### src/rtl/m3_pkg.sv
// Shared definitions for the three-phase gate PWM: phase states, defaults and sector table.
package m3_pkg;

  localparam int unsigned PWM_BITS_DEF = 8;
  localparam int unsigned DEAD_CYC_DEF = 8;
  localparam int unsigned STEP_W       = 4;
  localparam int unsigned DEAD_W       = 8;
  localparam int unsigned NUM_PHASES   = 3;

  typedef enum logic [1:0] {
    PH_OFF  = 2'd0,
    PH_DEAD = 2'd1,
    PH_HI   = 2'd2,
    PH_LO   = 2'd3
  } phaseState_t;

  typedef enum logic [1:0] {
    ROLE_FLOAT = 2'd0,
    ROLE_HIGH  = 2'd1,
    ROLE_LOW   = 2'd2
  } phaseRole_t;

  // Role of a phase (0=U, 1=V, 2=W) in a commutation sector.
  function automatic phaseRole_t sectorRole(input logic [2:0] sector, input logic [1:0] phase);
    logic [1:0] hiPh;
    logic [1:0] loPh;
    phaseRole_t role;
    case (sector)
      3'd0:    begin hiPh = 2'd0; loPh = 2'd1; end
      3'd1:    begin hiPh = 2'd0; loPh = 2'd2; end
      3'd2:    begin hiPh = 2'd1; loPh = 2'd2; end
      3'd3:    begin hiPh = 2'd1; loPh = 2'd0; end
      3'd4:    begin hiPh = 2'd2; loPh = 2'd0; end
      3'd5:    begin hiPh = 2'd2; loPh = 2'd1; end
      default: begin hiPh = 2'd3; loPh = 2'd3; end
    endcase
    role = ROLE_FLOAT;
    if (phase == hiPh) begin
      role = ROLE_HIGH;
    end else if (phase == loPh) begin
      role = ROLE_LOW;
    end
    return role;
  endfunction

endpackage

### src/rtl/m3_phase_dead_time.sv
// Per-phase gate sequencer: enforces a dead interval before any gate turns on.
module m3_phase_dead_time
  import m3_pkg::*;
#(
  parameter int unsigned DEAD_CYC = DEAD_CYC_DEF
) (
  input  logic        clkI,
  input  logic        nRstI,
  input  phaseState_t reqI,
  output logic        hiO,
  output logic        loO
);

  localparam logic [DEAD_W-1:0] DEAD_LOAD = DEAD_W'(DEAD_CYC - 1);

  phaseState_t       state;
  phaseState_t       target;
  logic [DEAD_W-1:0] deadCnt;

  // Gates are decoded from the next state so they change together with it.
  always_ff @(posedge clkI or negedge nRstI) begin
    if (!nRstI) begin
      state   <= PH_OFF;
      target  <= PH_OFF;
      deadCnt <= '0;
      hiO     <= 1'b0;
      loO     <= 1'b0;
    end else begin
      hiO <= 1'b0;
      loO <= 1'b0;
      if (reqI == PH_OFF) begin
        state <= PH_OFF;
      end else if (state == PH_DEAD) begin
        if (reqI != target) begin
          target  <= reqI;
          deadCnt <= DEAD_LOAD;
        end else if (deadCnt == '0) begin
          state <= target;
          hiO   <= (target == PH_HI);
          loO   <= (target == PH_LO);
        end else begin
          deadCnt <= deadCnt - DEAD_W'(1);
        end
      end else if (reqI != state) begin
        state   <= PH_DEAD;
        target  <= reqI;
        deadCnt <= DEAD_LOAD;
      end else begin
        hiO <= (state == PH_HI);
        loO <= (state == PH_LO);
      end
    end
  end

endmodule

### src/rtl/m3_phase_gate_pwm.sv
// Six-step commutation gate driver with PWM on the high side and per-phase dead time.
module m3_phase_gate_pwm
  import m3_pkg::*;
#(
  parameter int unsigned PWM_BITS = PWM_BITS_DEF,
  parameter int unsigned DEAD_CYC = DEAD_CYC_DEF
) (
  input  logic                clkI,
  input  logic                nRstI,
  input  logic [STEP_W-1:0]   stepI,
  input  logic                stepStrobeI,
  input  logic [PWM_BITS-1:0] powerI,
  input  logic                invRotateI,
  input  logic                enableI,
  input  logic                forceStopI,
  output logic                uHiO,
  output logic                uLoO,
  output logic                vHiO,
  output logic                vLoO,
  output logic                wHiO,
  output logic                wLoO,
  output logic                faultO,
  output logic                pwmWrapO
);

  localparam logic [PWM_BITS-1:0] CNT_MAX  = '1;
  localparam logic [STEP_W-1:0]   STEP_MAX = STEP_W'(12);

  logic [PWM_BITS-1:0]   cnt;
  logic [PWM_BITS-1:0]   dutyReg;
  logic [STEP_W-1:0]     stepReg;
  logic                  pwmOn;
  logic                  driveOk;
  logic [2:0]            sectorRaw;
  logic [2:0]            sector;
  phaseState_t           phaseReq [NUM_PHASES];
  logic [NUM_PHASES-1:0] hiGate;
  logic [NUM_PHASES-1:0] loGate;

  // Free-running carrier; duty is latched at the top so it applies from count 0.
  always_ff @(posedge clkI or negedge nRstI) begin
    if (!nRstI) begin
      cnt      <= '0;
      dutyReg  <= '0;
      pwmWrapO <= 1'b0;
    end else begin
      cnt      <= cnt + PWM_BITS'(1);
      pwmWrapO <= (cnt == CNT_MAX);
      if (cnt == CNT_MAX) begin
        dutyReg <= powerI;
      end
    end
  end

  // Step capture; disable beats stop beats strobe.
  always_ff @(posedge clkI or negedge nRstI) begin
    if (!nRstI) begin
      stepReg <= '0;
      faultO  <= 1'b0;
    end else if (!enableI) begin
      stepReg <= '0;
      faultO  <= 1'b0;
    end else if (forceStopI) begin
      stepReg <= '0;
    end else if (stepStrobeI) begin
      if (stepI > STEP_MAX) begin
        stepReg <= '0;
        faultO  <= 1'b1;
      end else begin
        stepReg <= stepI;
      end
    end
  end

  assign pwmOn     = (cnt < dutyReg);
  assign driveOk   = enableI && !forceStopI && (stepReg != '0);
  assign sectorRaw = 3'((stepReg - STEP_W'(1)) >> 1);
  assign sector    = invRotateI ? 3'(3'd5 - sectorRaw) : sectorRaw;

  // Stop/disable request OFF directly so every phase drops on the next edge.
  always_comb begin
    for (int p = 0; p < int'(NUM_PHASES); p++) begin
      phaseReq[p] = PH_OFF;
      if (driveOk) begin
        case (sectorRole(sector, 2'(p)))
          ROLE_HIGH: phaseReq[p] = pwmOn ? PH_HI : PH_OFF;
          ROLE_LOW:  phaseReq[p] = PH_LO;
          default:   phaseReq[p] = PH_OFF;
        endcase
      end
    end
  end

  for (genvar p = 0; p < int'(NUM_PHASES); p++) begin : gPhase
    m3_phase_dead_time #(
      .DEAD_CYC(DEAD_CYC)
    ) uPhase (
      .clkI (clkI),
      .nRstI(nRstI),
      .reqI (phaseReq[p]),
      .hiO  (hiGate[p]),
      .loO  (loGate[p])
    );
  end

  assign uHiO = hiGate[0];
  assign uLoO = loGate[0];
  assign vHiO = hiGate[1];
  assign vLoO = loGate[1];
  assign wHiO = hiGate[2];
  assign wLoO = loGate[2];

endmodule

### config.mk
export PLATFORM = sky130hd
export DESIGN_NAME = m3_phase_gate_pwm
export DESIGN_NICKNAME = d
export VERILOG_FILES = /design/src/rtl/m3_pkg.sv /design/src/rtl/m3_phase_dead_time.sv /design/src/rtl/m3_phase_gate_pwm.sv
export SDC_FILE = /design/constraint.sdc
export NUM_CORES = 1
export LEC_CHECK = 0
export ABC_AREA = 1
export CORE_ASPECT_RATIO = 1.2
export CORE_MARGIN = 4
export CORE_UTILIZATION = 62
export DETAILED_ROUTE_END_ITERATION = 10
export PLACE_DENSITY = 0.82
export SLEW_MARGIN = 0
export SYNTH_ARGS = -nofsm -noshare
export SYNTH_HDL_FRONTEND = slang
export SYNTH_SLANG_ARGS = --single-unit
### constraint.sdc
create_clock -name clkI -period 6.6 [get_ports clkI]
set_input_delay 1.32 -clock clkI [delete_from_list [all_inputs] [get_ports clkI]]
set_output_delay 1.32 -clock clkI [all_outputs]
set_load 0.02 [all_outputs]
---- Word level (Yosys, flattened, before mapping) ----
Cells that the tools add are included.
storage, ports and cells
  register bits ........................... 64
  logic and storage cells ................. 214
cells by class
  $lt $le $gt $ge ......................... 2
  reductions and logical operators ........ 35
  $add $sub $neg .......................... 6
  muxes and demuxes ....................... 95
  bitwise logic cells ..................... 3
  equal/unequal tests ..................... 53
operator list
  cell                   count
  $mux W8                12
  $mux W2                39
  $mux W1                34
  $eq A2 B2 Y1 const B   15
  $reduce_and A3 Y1      10
  $logic_not A8 Y1       3
  $sub A8 B1 Y8 const B  3
  $ne A3 B2 Y1 const B   7
  $mux W4                4
  $eq A2 B1 Y1 const B   6
  $ne A2 B2 Y1           6
  $pmux W2 S2            3
  $pmux W2 S3            2
  $reduce_or A2 Y1       6
  $logic_not A2 Y1       5
  $ne A2 B2 Y1 const B   5
  $ne A3 B3 Y1 const B   3
  $reduce_bool A3 Y1     3
  $add A8 B1 Y8 const B  1
  $eq A8 B8 Y1 const B   1
  $lt A8 B8 Y1           1
  $eq A3 B2 Y1 const B   2
  $eq A3 B3 Y1 const B   2
  $reduce_bool A2 Y1     3
  13 further kinds       18

---- Depth between registers and ports, before layout ----
Gate-level depths: netlist (run 1).
  depth in word-level cells ............... 18
  depth in mapped cells ................... 20
  depth with buffers taken out ............ 19

---- By module ----
A second synthesis (run 1) with hierarchy kept.
second synthesis, totals
  cell total of the unflattened synthesis .. 520
  area, all modules ....................... 3,902.5 um^2
modules (own cells, without submodules)
  module              instances  cells an instance  sequential area each (um^2)  area an instance (um^2)
  m3_phase_dead_time  3          119                350.3                        865.8
  m3_phase_gate_pwm   1          163                550.5                        1,305.0

---- Worst setup path before layout (run 1) ----
OpenSTA, ideal clock, no wires.
  path type ............................... input port to flip-flop
  start ................................... in enableI
  end ..................................... reg gPhase[1].uPhase.deadCnt[0]
  required time ........................... 6,476 ps
  cell stages on the path ................. 14
  setup time .............................. 124 ps
  data arrival time ....................... 2,690 ps
  path slack .............................. 3,786 ps
  cell sequence ........................... inv_1 nor2_2 o21ai_2 inv_2 nand2_1 nor2_1 nand2_2 nand2_1 nand2_1 nand4_4 nand2_4 buf_6 nand2_1 o21ai_1
on the way
  word-level cells in the longest chain between the ends .. 6
  elaborated cells on any way between the ends .. 12
ends and longest elaborated chain
  item                                                    line                      RTL
  start: declaration                                      m3_phase_gate_pwm.sv:14   input logic enableI,
  $logic_and A1 B1 Y1 * (2 in series)                     m3_phase_gate_pwm.sv:76   assign driveOk = enableI && !forceStopI && (stepReg != '0);
  $mux W2 *                                               m3_phase_gate_pwm.sv:84   if (driveOk) begin
  $ne A2 B2 Y1 (tied with other cells)                    m3_phase_dead_time.sv:34  if (reqI != target) begin
  $ne A3 B3 Y1 (no line) (tied with other cells)          --
  $reduce_and A3 Y1 (no line) or $mux W8 (tied branches)  --
  end signal: assignment                                  m3_phase_dead_time.sv:42  deadCnt <= deadCnt - DEAD_W'(1);
  end: declaration                                        m3_phase_dead_time.sv:18  logic [DEAD_W-1:0] deadCnt;
Mark *: on every way between the ends. The rest lies on a longest branch, timed or not.
A chain may end at the register's enable or synchronous reset.

---- Worst setup path in the final report (run 1) ----
  start ................................... in invRotateI
  end ..................................... reg gPhase[2].uPhase.deadCnt[7]
on the way
  word-level cells in the longest chain between the ends .. 15
  elaborated cells on any way between the ends .. 35
ends and longest elaborated chain
  item                                                    line                      RTL
  start: declaration                                      m3_phase_gate_pwm.sv:13   input logic invRotateI,
  $mux W3 *                                               m3_phase_gate_pwm.sv:78   assign sector = invRotateI ? 3'(3'd5 - sectorRaw) : sectorRaw;
  $eq A3 B3 Y1 (tied with other cells)                    m3_pkg.sv:28              case (sector)
  $reduce_or A2 Y1 (no line)                              --
  $pmux W2 S3                                             m3_pkg.sv:28
  $mux W2                                                 m3_phase_gate_pwm.sv:84
  $eq A2 B2 Y1                                            m3_pkg.sv:40              end else if (phase == loPh) begin
  $mux W2                                                 m3_pkg.sv:40
  $mux W2 *                                               m3_pkg.sv:38              if (phase == hiPh) begin
  $mux W2 *                                               m3_phase_gate_pwm.sv:84
  $eq A2 B2 Y1 or $eq A2 B1 Y1 (tied branches)            m3_phase_gate_pwm.sv:85   case (sectorRole(sector, 2'(p)))
  $pmux W2 S2 *                                           m3_phase_gate_pwm.sv:85
  $mux W2 *                                               m3_phase_gate_pwm.sv:84
  $ne A2 B2 Y1 (tied with other cells)                    m3_phase_dead_time.sv:34
  $ne A3 B3 Y1 (no line) (tied with other cells)          --
  $reduce_and A3 Y1 (no line) or $mux W8 (tied branches)  --
  end signal: assignment                                  m3_phase_dead_time.sv:42
  end: declaration                                        m3_phase_dead_time.sv:18
Mark *: on every way between the ends. The rest lies on a longest branch, timed or not. The select of a mux whose other input is x is not followed.

==> results of run 1 <==
## path summary, 6_finish.rpt
check                           cells past startpoint              startpoint                                       to
worst max-delay path                                9              invRotateI  gPhase[2].uPhase.deadCnt[7]$_DFFE_PN0P_
worst min-delay path                                1        cnt[0]$_DFF_PN0_                         cnt[0]$_DFF_PN0_
worst max register to register                     10  stepReg[0]$_DFFE_PN0P_  gPhase[2].uPhase.deadCnt[7]$_DFFE_PN0P_
worst min register to register                      1        cnt[0]$_DFF_PN0_                         cnt[0]$_DFF_PN0_
max in group asynchronous                           2                   nRstI   gPhase[1].uPhase.target[0]$_DFFE_PN0P_
min in group asynchronous                           2                   nRstI  gPhase[2].uPhase.deadCnt[2]$_DFFE_PN0P_
## power by group through the flow
stage               Combinational, mW  Sequential, mW  Clock [mW]
floorplan                       0.131           0.423           0
global placement                0.166           0.425           0
detailed placement              0.173           0.425           0
CTS                             0.174           0.418       0.303
global route                    0.193           0.419       0.322
finish                          0.173           0.418       0.297
## cells by family (layout without fill, tap and decap cells)
kind of cell	Yosys count	count (layout)	share of synthesized area
AO/OA/AOI/OAI	53	53	0.0802
AND/OR/NAND/NOR	273	273	0.336
flip-flops	64	64	0.406
buffers and inverters	77	112	0.0783
XOR/XNOR	27	27	0.0618
adder cells (fa/ha/maj)	12	12	0.0381
## cell usage after synthesis (2+ instances only)
cell type / instances / area share
nand3_1: 45 / 0.057
nand2_2: 16 / 0.025
nand3_2: 5 / 0.013
inv_1: 60 / 0.057
o21ai_0: 16 / 0.020
nand2_4: 7 / 0.020
dfrtp_1: 64 / 0.41
ha_1: 12 / 0.038
nand4_1: 21 / 0.033
a21oi_1: 11 / 0.014
xnor2_1: 11 / 0.024
o22ai_1: 4 / 0.0063
buf_6: 2 / 0.0057
inv_2: 9 / 0.0086
o21ai_1: 15 / 0.019
xor2_1: 15 / 0.033
a21oi_2: 2 / 0.0044
nand2_1: 118 / 0.11
nor3_1: 14 / 0.018
nor2_1: 37 / 0.035
clkbuf_1: 3 / 0.0029
nor2_2: 4 / 0.0063
## flip-flops by register name, summed over array words and instances (netlist names)
signal / count
cnt: 8
dutyReg: 8
faultO: 1
gPhase.uPhase.deadCnt: 24
gPhase.uPhase.hiO: 3
gPhase.uPhase.loO: 3
gPhase.uPhase.state: 6
gPhase.uPhase.target: 6
pwmWrapO: 1
stepReg: 4
## per-stage QoR
step	std cells	hold slack, ns	setup WS (ns)	util	area (µm²)
5_1_grt	623	0.510	2.88	0.722	4430
6_report	623	0.490	3.17	0.722	4430
3_5_place_dp	607	0.477	2.83	0.694	4250
3_3_place_gp	607	0.451	2.99	0.694	4250
2_1_floorplan	506	0.437	3.79	-	3950
4_1_cts	623	0.487	3.18	0.722	4430
## worst register-to-register path, stage by stage, from the launching register on
cell      delay (ns)
dfrtp_1         0.37
inv_1           0.13
ha_1            0.31
xnor2_1         0.29
nor2_1          0.13
o211ai_4        0.28
xor2_2          0.28
nand4_1         0.40
nand2_1         0.39
nand2_1         0.08
nand2_1         0.08
## per-layer routing
metal / wire length [µm] / track usage / vias to the layer above
met5: 0 / 0 / -
met4: 133 / 0.0972 / 0
met3: 338 / 0.0520 / 13
met2: 3820 / 0.390 / 79
met1: 3440 / 0.261 / 1558
li1: - / - / 1707
## layout make-up
| cell class | instances | area share |
|---|---|---|
| Clock buffer | 10 | 0.0311 |
| Timing Repair Buffer | 26 | 0.0571 |
| Clock inverter | 6 | 0.00791 |
| Sequential cell | 64 | 0.362 |
| Multi-Input combinational cell | 365 | 0.460 |
| Inverter | 70 | 0.0594 |
| Tap cell | 82 | 0.0232 |
==> impl_metrics.ini, run 1 <==
[clocking]
clk_pin_slew_worst_paths_ns = 0.07
cts_resized = 0
numCtsBuffers = 9
cts.sinks = 64
max-clock-path-buffers = 2
clockRootBuffer = clkbuf_8
cts_tree = built
postCtsSetupBuffers = 0
clk_latency_ns = 0.34
cts_max_level = 3
hold_buffers = 0

[global_route]
grt_overflow = 0
track_usage = 0.224
grt_max_degree = 65
grt_pass1_wl_um = 13500
antenna_found_initial = 0
grt_pass1_vias = 3309

[critical_path]
criticalPathCategory = in2reg
cp_top_family = simple AND/OR/NAND/NOR gates
path_cells = clkdlybuf4s50_1, xnor2_1, nor2_1, o211ai_4, xor2_2, nand4_1, nand2_1, nand2_1, nand2_1
critPathMostFrequentCell = nand2_1
worstPathRequired_ns = 6.88
endpoint_kind = flip-flop
startpoint_type = input port
reg2reg_slack_ns = 3.81
cpPeakStageDelay_ns = 0.47
critical_path_arrival_ns = 3.71
critPathSlowestCell = clkdlybuf4s50_1
critPathBufInv = 1
cp_max_fo = 11

[floorplanning]
ios = 26
design.core.area_mm2 = 0.00613
die_h_um = 95.4
num_rows = 31
die_w_um = 80.8
fp.dieArea_mm2 = 0.00771
initial_core_util = 0.644

[route]
drt_iter0_markers = 150
drc = 0
drt-total-wl_um = 7730
viasPerCell = 5.39
ant_nets = 0
dr_total_vias = 3357
wl_per_cell_um = 12.4
dr.pass1.iters = 4

[yosys]
synth_cells = 506
syn_area_mm2 = 0.00395
yosysSeqAreaShare = 0.406
synth_warnings = 0
synth_nets = 536
synth_cell_type_count = 37
synthArstFlopShare = 1.00
synth_edf_count = 0
synth.avg_cell_area_um2 = 7.80
ys.flop_type = dfrtp_1
ys_ff_latch = 64

[pwr]
combinationalPowerShare = 0.195
clkPwrFrac = 0.334
p_total_mw = 0.888
pwr_density_cell_mw_per_mm2 = 201
p_int_mw = 0.620
pwr-share-seq = 0.471
swShare = 0.301
ir_drop_mv = 0.107
p_sw_mw = 0.267
p_leak_nw = 2.19

[sta]
tightestPinTransition_ns = 0.937
max_freq_ghz = 0.291
setup_tns_ns = 0
period_share = 0.520
slew-limit-headroom = 0.373
final.setup_skew_ns = 0.00821
setup_viol = 0
rsz0062_at_grt = no
slew_viol_final = 0
period_needed_ns = 3.43
hold_violations = 0

[cells_and_area]
antenna_cells = 0
multiInputGateArea_mm2 = 0.00203
fill_cells = 502
layout-drive-gt1-share = 0.126
final_common_cell = nand2_1
regArea_mm2 = 0.00160
final_cell_mix = nand2_1, dfrtp_1, inv_1, nand3_1, nor2_1
fin_nets = 566
layout-area-overhead-vs-synth_pct = 12.2

[place]
io_buffer_count = 25
hpwl_um = 5510
place_congestion = 0.860

[job]
cap_violations = 0

[worst_hold_path]
hp-class = reg2reg

[status]
outcome = complete, no violations
No activity file was read; power rests on OpenSTA's default activity.
==> inputs of run 2 (changes only) <==
Settings changed: CORE_UTILIZATION 62 to 54, PLACE_DENSITY 0.82 to 0.76.
Clock period 6.6 ns to 3 ns, I/O delays scaled along.
==> run 2 against run 1 <==
- core utilization fell by 7.6 points
- count of clock-buffer cells in the layout rose by 3
- final cell count rose by 1.3%
- critical path type is now reg2reg
- wire length fell by 2.3%
- register-to-register slack got worse by 3.4 ns
- non-clock buffer count rose by 3
- die area rose by 13%
- largest power group unchanged
- sequential power rose by 120%
- setup slack got worse by 2.8 ns
- critical path depth rose by 1
- highest routed layer unchanged
- clock skew fell by 0.0033 ns
- sequential cell count did not move
==> impl_metrics.ini, run 2 (synthesis gave the netlist of run 1 again) <==
[pwr]
swShare = 0.271
p_leak_nw = 2.23
pwr-share-seq = 0.434
p_total_mw = 2.12
pwr_density_cell_mw_per_mm2 = 469
p_int_mw = 1.54
combinationalPowerShare = 0.181
clkPwrFrac = 0.385
p_sw_mw = 0.572
ir_drop_mv = 0.297

[floorplanning]
die_w_um = 86.0
die_h_um = 102
ios = 26
fp.dieArea_mm2 = 0.00874
num_rows = 33
design.core.area_mm2 = 0.00698
initial_core_util = 0.565

[clocking]
cts_resized = 0
hold_buffers = 0
max-clock-path-buffers = 2
postCtsSetupBuffers = 0
clockRootBuffer = clkbuf_8
clk_latency_ns = 0.34
numCtsBuffers = 9
cts_max_level = 3
cts_tree = built
cts.sinks = 64
clk_pin_slew_worst_paths_ns = 0.07

[sta]
slew-limit-headroom = 0.475
setup_viol = 0
final.setup_skew_ns = 0.00494
setup_tns_ns = 0
rsz0062_at_grt = no
holdWs_ns = 0.278
tightestPinTransition_ns = 0.785
hold_violations = 0
period_share = 0.866
max_freq_ghz = 0.385
period_needed_ns = 2.60
slew_viol_final = 0

[route]
viasPerCell = 5.26
wl_per_cell_um = 12.0
drt-total-wl_um = 7550
dr.pass1.iters = 4
dr_total_vias = 3321
ant_nets = 0
drc = 0
drt_iter0_markers = 155

[global_route]
grt_overflow = 0
grt_pass1_vias = 3273
grt_pass1_wl_um = 13700
track_usage = 0.194
antenna_found_initial = 0
grt_max_degree = 37

[cells_and_area]
layout-drive-gt1-share = 0.125
largest_reg_flops = 24
design_area_mm2 = 0.00451
final_cell_mix = nand2_1, dfrtp_1, inv_1, nand3_1, nor2_1
final_common_cell = nand2_1
fin_nets = 569
layout.cells.non_filler = 631
antenna_cells = 0
regMostFlops = gPhase.uPhase.deadCnt
layout-area-overhead-vs-synth_pct = 14.3
fill_cells = 575
largestRegisters = gPhase.uPhase.deadCnt (24), cnt (8), dutyReg (8)

[critical_path]
r2r-start = stepReg[0]$_DFFE_PN0P_
criticalPathCategory = reg2reg
reg2reg_slack_ns = 0.40
rr_worst_depth = 10
endpoint_kind = flip-flop
cp_max_fo = 8
worstPathRequired_ns = 3.29
r2r-end = gPhase[2].uPhase.deadCnt[1]$_DFFE_PN0P_
critical_path_arrival_ns = 2.88
startpoint_type = flip-flop

[place]
io_buffer_count = 25
placed_area_mm2 = 0.00430
hpwl_um = 5650
place_congestion = 0.849
placed_cells = 615

[status]
outcome = complete, no violations

[worst_hold_path]
hp-class = in2async

[job]
cap_violations = 0
[run 2: cell types whose count changed in the layout (fill, tap and decap cells not counted), sizes merged]
cell / change
clkinvlp: -2
bufinv: +2
clkinv: -3
buf: +3
clkbuf: +3
[run 2: power by group through the flow]
stage	sequential, mW	combinational [mW]	clock, mW
after global routing	0.923	0.441	0.874
after detailed placement	0.934	0.383	0
after floorplan	0.931	0.289	0
final	0.918	0.382	0.815
after CTS	0.918	0.385	0.844
after global placement	0.934	0.371	0
[run 2: worst max path at each step]
stage                                 startpoint                                 endpoint  slack, ns  depth (start not counted)
after floorplan           stepReg[0]$_DFFE_PN0P_    gPhase[2].uPhase.state[0]$_DFFE_PN0P_       0.84                         13
after global placement                   enableI  gPhase[2].uPhase.deadCnt[3]$_DFFE_PN0P_       0.24                         13
after detailed placement                 enableI  gPhase[2].uPhase.deadCnt[1]$_DFFE_PN0P_       0.13                         13
after CTS                 stepReg[0]$_DFFE_PN0P_  gPhase[2].uPhase.deadCnt[1]$_DFFE_PN0P_       0.41                         10
after global routing      stepReg[0]$_DFFE_PN0P_  gPhase[2].uPhase.deadCnt[3]$_DFFE_PN0P_       0.11                         16
final                     stepReg[0]$_DFFE_PN0P_  gPhase[2].uPhase.deadCnt[1]$_DFFE_PN0P_       0.40                         10
[run 2: area by class of cell]
cell class	instances	area, µm²	area share
Clock inverter	3	65.1	0.0144
Sequential cell	64	1600	0.355
Inverter	70	263	0.0583
Clock buffer	13	149	0.0330
Multi-Input combinational cell	365	2030	0.451
Tap cell	87	109	0.0241
Timing Repair Buffer	29	288	0.0638
[run 2: routing by layer]
| metal | global-route usage | vias up | part of all wire |
|---|---|---|---|
| met5 | 0 | - | 0 |
| met4 | 0.0792 | 0 | 0.017 |
| met3 | 0.0464 | 15 | 0.038 |
| met2 | 0.321 | 53 | 0.48 |
| met1 | 0.243 | 1544 | 0.46 |
| li1 | - | 1709 | - |
[run 2: stage by stage]
stage,util,worst slack (ns)
floorplan,-,0.839
CTS,0.646,0.406
finish,0.646,0.402
global route,0.646,0.108
detailed placement,0.616,0.131
global placement,0.616,0.239
[run 2: critical path: stages (launching register included)]
cell and delay [ns]:
dfrtp_1 0.36, inv_1 0.12, ha_1 0.31, xnor2_1 0.28, nor2_1 0.12, o211ai_4 0.28
xor2_2 0.26, nand4_1 0.29, nand2_1 0.34, nand2_1 0.10, nand2_1 0.07
==> inputs of run 3 (changes only) <==
Settings changed: GPL_TIMING_DRIVEN set to 0, HOLD_SLACK_MARGIN set to 0.06.
==> run 3 against run 2 <==
- fmax is 2.9% higher
- die area stayed put
- clock skew is 0.0040 ns higher
- clock power is 6.4% lower
- final area hardly changed
- sequential share of layout area hardly changed
- final cell count is 0.32% higher
- hold slack better by 0.032 ns
- critical path type is now in2reg
- highest routed layer unchanged
==> impl_metrics.ini, run 3 (synthesis gave the netlist of run 1 again) <==
[clocking]
hold_buffers = 0
max-clock-path-buffers = 2
clockRootBuffer = clkbuf_8
cts_tree = built
cts_resized = 0
cts.sinks = 64
cts_max_level = 3
clk_pin_slew_worst_paths_ns = 0.07
clk_latency_ns = 0.34
postCtsSetupBuffers = 0
numCtsBuffers = 9

[global_route]
grt_max_degree = 65
grt_overflow = 0
grt_pass1_vias = 3146
antenna_found_initial = 0
track_usage = 0.187
grt_pass1_wl_um = 13400

[sta]
final.setup_skew_ns = 0.00896
fin_ws_ns = 0.476
tightestPinTransition_ns = 0.798
slew-limit-headroom = 0.468
setup_viol = 0
slew_viol_final = 0
period_needed_ns = 2.52
rsz0062_at_grt = no
max_freq_ghz = 0.396
hold_violations = 0
period_share = 0.841

[cells_and_area]
final_cell_mix = nand2_1, dfrtp_1, inv_1, nand3_1, nor2_1
antenna_cells = 0
fin_nets = 572
layout-area-overhead-vs-synth_pct = 14.2
largestRegisters = gPhase.uPhase.deadCnt (24), cnt (8), dutyReg (8)
design_area_mm2 = 0.00451
largest_reg_flops = 24
final_common_cell = nand2_1
layout-drive-gt1-share = 0.128
regMostFlops = gPhase.uPhase.deadCnt

[critical_path]
crit_start = enableI
criticalPathCategory = in2reg
r2r-end = gPhase[0].uPhase.deadCnt[6]$_DFFE_PN0P_
endpoint_kind = flip-flop
rr_worst_depth = 16
critical_path_arrival_ns = 2.75
startpoint_type = input port
r2r-start = stepReg[0]$_DFFE_PN0P_
cp_max_fo = 10
worstPathRequired_ns = 3.23
reg2reg_slack_ns = 0.49

[floorplanning]
ios = 26
num_rows = 33
die_w_um = 86.0
die_h_um = 102
design.core.area_mm2 = 0.00698
fp.dieArea_mm2 = 0.00874
initial_core_util = 0.565

[job]
cap_violations = 0

[route]
dr_total_vias = 3315
drt_iter0_markers = 100
viasPerCell = 5.24
wl_per_cell_um = 11.6
drt-total-wl_um = 7350
drc = 0
dr.pass1.iters = 4
ant_nets = 0

[place]
place_congestion = 0.836
io_buffer_count = 25
pre_cts_slack_ns = 0.112
placed_area_mm2 = 0.00430
hpwl_um = 5420

[status]
outcome = complete, no violations

[worst_hold_path]
hp-class = in2async

[pwr]
p_total_mw = 2.06
pwr_density_cell_mw_per_mm2 = 457
ir_drop_mv = 0.267
p_leak_nw = 2.23
[run 3: cell types whose count changed in the layout (fill, tap and decap cells not counted), sizes merged]
cell	change
clkbuf	+2
bufinv	-1
clkinv	+1
[run 3: how the worst max path moves through the flow]
stage / to / slack (ns)
finish: gPhase[1].uPhase.deadCnt[0]$_DFFE_PN0P_ / 0.48
floorplan: gPhase[2].uPhase.state[0]$_DFFE_PN0P_ / 0.84
global route: gPhase[0].uPhase.deadCnt[7]$_DFFE_PN0P_ / 0.21
global placement: gPhase[1].uPhase.deadCnt[3]$_DFFE_PN0P_ / -0.73
CTS: gPhase[1].uPhase.deadCnt[0]$_DFFE_PN0P_ / 0.49
detailed placement: gPhase[1].uPhase.deadCnt[0]$_DFFE_PN0P_ / 0.11
[run 3: final cells by class]
| type | instances | area (µm²) |
|---|---|---|
| fill | 602 | 2470 |
| clock buffer | 12 | 165 |
| tap | 87 | 109 |
| multi-input combinational | 365 | 2030 |
| inverter | 70 | 263 |
| buffer | 7 | 46.3 |
| clock inverter | 3 | 40.0 |
| sequential | 64 | 1600 |
| timing repair buffer | 25 | 248 |
[run 3: where the power goes]
part	switching [mW]	internal (mW)
clock network	0.318	0.444
registers	0.0257	0.894
logic	0.219	0.157
total	0.563	1.49
[run 3: metrics by stage]
stage | TNS (ns) | cells | hold WS [ns] | utilization
3_3_place_gp | -46.67 | 618 | 0.458 | 0.617
6_report | 0 | 633 | 0.310 | 0.646
5_1_grt | 0 | 633 | 0.410 | 0.646
3_5_place_dp | 0 | 618 | 0.469 | 0.616
4_1_cts | 0 | 633 | 0.367 | 0.646
2_1_floorplan | 0 | 506 | 0.304 | -
[run 3: critical path: stages]
cell and delay (ns):
clkdlybuf4s50_1 0.47, inv_1 0.05, nor2_2 0.17, o21ai_2 0.14
inv_2 0.14, nand2_1 0.07, nor2_1 0.15, nand2_2 0.14
nand2_1 0.08, nand2_1 0.20, nand4_4 0.21, nand2_4 0.09
buf_6 0.14, nand2_1 0.05, o21ai_1 0.05
[run 3: layer usage]
| layer | GRT usage | share of wire |
|---|---|---|
| met5 | 0 | 0 |
| met4 | 0.0633 | 0.015 |
| met3 | 0.0431 | 0.032 |
| met2 | 0.307 | 0.49 |
| met1 | 0.242 | 0.46 |
